`config.mk`:
```
export PLATFORM = sky130hd
export DESIGN_NAME = ifu_fetch
export DESIGN_NICKNAME = d
export VERILOG_FILES = /design/src/rtl/ifu_fetch.sv
export SDC_FILE = /design/constraint.sdc
export NUM_CORES = 1
export LEC_CHECK = 0
export CORE_AREA = 5 5 108 110
export CTS_BUF_LIST = sky130_fd_sc_hd__clkbuf_8
export CTS_CLUSTER_DIAMETER = 100
export DETAILED_ROUTE_END_ITERATION = 8
export DIE_AREA = 0 0 113 115
export GPL_TIMING_DRIVEN = 0
export PLACE_DENSITY = 0.86
export RECOVER_POWER = 50
export SKIP_LAST_GASP = 1
export SYNTH_ARGS = -nofsm -noshare
export SYNTH_HDL_FRONTEND = slang
export SYNTH_SLANG_ARGS = --single-unit
```
`constraint.sdc`:
```
create_clock -name clk -period 4.99 [get_ports clk]
set_input_delay 0.7485 -clock clk [delete_from_list [all_inputs] [get_ports clk]]
set_output_delay 0.7485 -clock clk [all_outputs]
set_load 0.005 [all_outputs]
```
`src/rtl/ifu_fetch.sv`:
```
// Instruction fetch stage: owns the PC, issues one outstanding instruction-memory
// read at a time and hands each fetched word to decode over a valid/ready pair.
module ifu_fetch #(
  parameter int              XLEN     = 32,
  parameter logic [XLEN-1:0] RESET_PC = 32'h80000000
) (
  input  logic            clk,
  input  logic            rst,

  output logic            imem_req_valid,
  input  logic            imem_req_ready,
  output logic [XLEN-1:0] imem_addr,
  input  logic            imem_rsp_valid,
  input  logic [31:0]     imem_rsp_data,

  output logic            out_valid,
  input  logic            out_ready,
  output logic [31:0]     out_inst,
  output logic [XLEN-1:0] out_pc,

  input  logic            redirect_valid,
  input  logic [XLEN-1:0] redirect_pc,

  input  logic            halt_in,
  output logic            halted,
  output logic [31:0]     fetch_count
);

  typedef enum logic [1:0] {
    ST_REQ  = 2'd0,
    ST_WAIT = 2'd1,
    ST_OUT  = 2'd2,
    ST_HALT = 2'd3
  } state_e;

  state_e          state_q, state_d;
  logic [XLEN-1:0] pc_q, pc_d;
  logic            drop_q, drop_d;
  logic [31:0]     inst_q, inst_d;
  logic [31:0]     count_q, count_d;
  logic [XLEN-1:0] redirect_tgt_s;

  // Targets are forced word-aligned so the PC can never become misaligned.
  assign redirect_tgt_s = {redirect_pc[XLEN-1:2], 2'b00};

  assign imem_addr   = pc_q;
  assign out_inst    = inst_q;
  assign out_pc      = pc_q;
  assign fetch_count = count_q;

  // State register with synchronous reset.
  always_ff @(posedge clk) begin
    if (rst) begin
      state_q <= ST_REQ;
      pc_q    <= RESET_PC;
      drop_q  <= 1'b0;
      inst_q  <= 32'd0;
      count_q <= 32'd0;
    end else begin
      state_q <= state_d;
      pc_q    <= pc_d;
      drop_q  <= drop_d;
      inst_q  <= inst_d;
      count_q <= count_d;
    end
  end

  // Next-state and handshake outputs.
  always_comb begin
    state_d        = state_q;
    pc_d           = pc_q;
    drop_d         = drop_q;
    inst_d         = inst_q;
    count_d        = count_q;
    imem_req_valid = 1'b0;
    out_valid      = 1'b0;
    halted         = 1'b0;

    case (state_q)
      ST_REQ: begin
        imem_req_valid = !redirect_valid;
        if (redirect_valid) begin
          pc_d = redirect_tgt_s;
        end else if (imem_req_ready) begin
          state_d = ST_WAIT;
          drop_d  = 1'b0;
        end else begin
          state_d = ST_REQ;
        end
      end

      ST_WAIT: begin
        // A response that races a redirect, or follows one, belongs to the old path.
        if (imem_rsp_valid) begin
          if (redirect_valid || drop_q) begin
            state_d = ST_REQ;
            drop_d  = 1'b0;
            if (redirect_valid) begin
              pc_d = redirect_tgt_s;
            end else begin
              pc_d = pc_q;
            end
          end else begin
            inst_d  = imem_rsp_data;
            state_d = ST_OUT;
          end
        end else if (redirect_valid) begin
          pc_d   = redirect_tgt_s;
          drop_d = 1'b1;
        end else begin
          state_d = ST_WAIT;
        end
      end

      ST_OUT: begin
        out_valid = !redirect_valid;
        if (redirect_valid) begin
          pc_d    = redirect_tgt_s;
          state_d = ST_REQ;
        end else if (out_ready) begin
          count_d = count_q + 32'd1;
          if (halt_in) begin
            state_d = ST_HALT;
          end else begin
            pc_d    = pc_q + XLEN'(32'd4);
            state_d = ST_REQ;
          end
        end else begin
          state_d = ST_OUT;
        end
      end

      ST_HALT: begin
        halted  = 1'b1;
        state_d = ST_HALT;
      end

      default: begin
        state_d = ST_REQ;
      end
    endcase
  end

endmodule

```
==> qor.yml <==
ys_ff_latch: 97
die_height_um: 115
clk-insertion-delay-late_ns: 0.36
drv_slew: 0
final_cell_area_um2: 7238
cts.sinks: 97
die_x_um: 113
setup_tns_ns: 0
clkTransAtPathRegs_ns: 0.09
layout.nets: 918
critPathArrivalTime_ns: 2.84
cts_hold_buf: 0
cts_resized: 0
synth_ff_type: "dfxtp_1"
relSlewSlack_pct: 41.56
nFillCells: 847
placed_area_um2: 7056
port_buffers: 194
cp-start-kind: "input pin"
coreArea_um2: 10600
diodes: 0
ys_warn_count: 0
vdd_ir_drop_max_uv: 177.4
drt_first_pass_iters: 5
cts.htree.levels: 3
synth_area_um2: 4927
start_util_pct: 46.47
ff_latch_area_um2: 1942
vias: 5432
fmax_mhz: 279.0
cts_tree: "done"
synthArstFlopShare_pct: 0
drive_gt1_share_pct: 7.882
rsz0062_at_grt: "no"
grt_pass1_vias: 5336
hp-class: "flop to flop"
grt_start_max_net_pins: 16
die_area_um2: 13000
synth.most_common_cell: "nand2_1"
drtAntennaViolNets: 0
hold_ws_ns: 0.4530
setup_viol: 0
drtIter0Drc: 348
critPathCaptureType: "output port"
grt_pass1_wl_um: 26590
multi_input_area_um2: 2559
rows: 38
drc_errors: 0
clock_skew_ns: 0.009487
power_density_nw_per_um2: 212.2
avgSynthCellArea_um2: 7.735
root_buffer: "clkbuf_8"
post-dp-hpwl_um: 12650
ys_seq_area_share_pct: 39.41
synth_common_cells: "nand2_1 (117), dfxtp_1 (97), a21oi_1 (60)"
yosys.cell_types.count: 57
drt_wl_total_um: 16600
io_pins: 202
p_leak_uw: 0.002964
yosys.area.top_type: "dfxtp_1"
finalCriticalPeriod_ns: 3.585
worstPathRequired_ns: 4.24
grt_usage_pct: 24.89
synthCells: 637
cts_setup_buffers: 0
area_delta_synth_final_pct: 46.90
max-cap-violations: 0
critPathKind: "input pin to output port"
tightest_slew_ns: 0.8686
path_max_fanout: 10
synth_edf_count: 0
cts_buffers: 9
grt_overflow_total: 0
final-hold-violation-count: 0
cts_buffer_depth: 2
fin_crit_sh_pct: 71.84
synthTopCellsByArea: "dfxtp_1 (39%), nand2_1 (8.9%), a21oi_1 (6.1%)"
outcome: "finished clean"
gp_congestion: 0.9060
wl_per_cell_um: 16.76
routed_via_density: 5.487
yosysTopAreaCellShare_pct: 39.41
antenna_found_initial: 0
==> critical path, stage by stage <==
cell,delay [ns]
clkdlybuf4s50_1,0.44
or3b_4,0.43
inv_6,0.12
clkbuf_1,0.47
clkdlybuf4s50_1,0.62
==> kinds of logic (layout without fill, tap and decap cells) <==
| kind of cell | Yosys count | in the layout | share of synthesized area (%) |
|---|---|---|---|
| fa+ha+maj | 2 | 2 | 0.5078 |
| other cells | 1 | 4 | 0.07611 |
| xor+xnor | 18 | 18 | 3.200 |
| compound gates | 129 | 129 | 15.74 |
| simple gates | 300 | 300 | 29.58 |
| buf+inv | 78 | 288 | 8.888 |
| flops | 97 | 97 | 39.41 |
| mux | 12 | 12 | 2.590 |
==> cells in the final DEF (no fill, tap or decap), drive strengths merged, types with 7 or more instances in the layout <==
cell type / count
o22ai: 10
dfxtp: 97
or4: 9
nand3: 31
xor2: 14
nand4: 20
a21oi: 60
clkdlybuf4s50: 97
nor2: 57
or3: 7
o21ai: 19
dlygate4sd3: 97
clkbuf: 59
nor2b: 7
buf: 25
nand2: 118
and3: 18
nor3: 10
==> where the power goes <==
part | leakage, uW | internal, uW | switching, uW
sequential | 0.000788 | 793 | 27.3
clock | 0.0000888 | 206 | 279
combinational | 0.00209 | 140 | 91.0
==> through the flow <==
| stage | cells | utilization [%] | power, uW | setup WS (ns) |
|---|---|---|---|---|
| after floorplan | 640 | - | 927.7 | 2.650 |
| after global placement | 974 | 66.54 | 1073 | 1.429 |
| after detailed placement | 974 | 66.54 | 1078 | 1.407 |
| after CTS | 990 | 68.27 | 1554 | 1.407 |
| after global routing | 990 | 68.27 | 1605 | 1.359 |
| final | 990 | 68.27 | 1536 | 1.405 |
==> registers in the layout, summed over array words and instances, names as in the netlist <==
signal       cells
fetch_count     32
out_inst        32
imem_addr       30
state_q          2
drop_q           1
==> final timing paths <==
kind / start / slack [ns] / endpoint / depth (start not counted)
hold / removal: out_inst[10]$_SDFFE_PP0P_ / 0.45 / out_inst[10]$_SDFFE_PP0P_ / 2
setup reg to reg: imem_addr[9]$_SDFFE_PP0P_ / 2.61 / imem_addr[25]$_SDFFE_PP0P_ / 6
hold reg to reg: out_inst[10]$_SDFFE_PP0P_ / 0.45 / out_inst[10]$_SDFFE_PP0P_ / 2
setup / recovery: redirect_valid / 1.41 / out_valid / 5
==> per-layer routing <==
metal | part of all wire, % | up-vias | routed length (um) | GRT usage, %
li1 | - | 2627 | - | -
met1 | 39 | 2536 | 6518 | 29.96
met2 | 49 | 245 | 8159 | 43.33
met3 | 10 | 24 | 1685 | 6.526
met4 | 1.4 | 0 | 234 | 8.333
met5 | 0 | - | 0 | 0
==> final cells by class <==
| class | instances | area share [%] |
|---|---|---|
| buffer | 73 | 5.722 |
| multi-input combinational | 465 | 35.35 |
| inverter | 5 | 0.3284 |
| sequential | 97 | 26.83 |
| clock buffer | 11 | 2.092 |
| clock inverter | 5 | 0.4322 |
| tap | 140 | 2.420 |
| timing repair buffer | 194 | 26.83 |
Power figures use the tool's default switching activity.
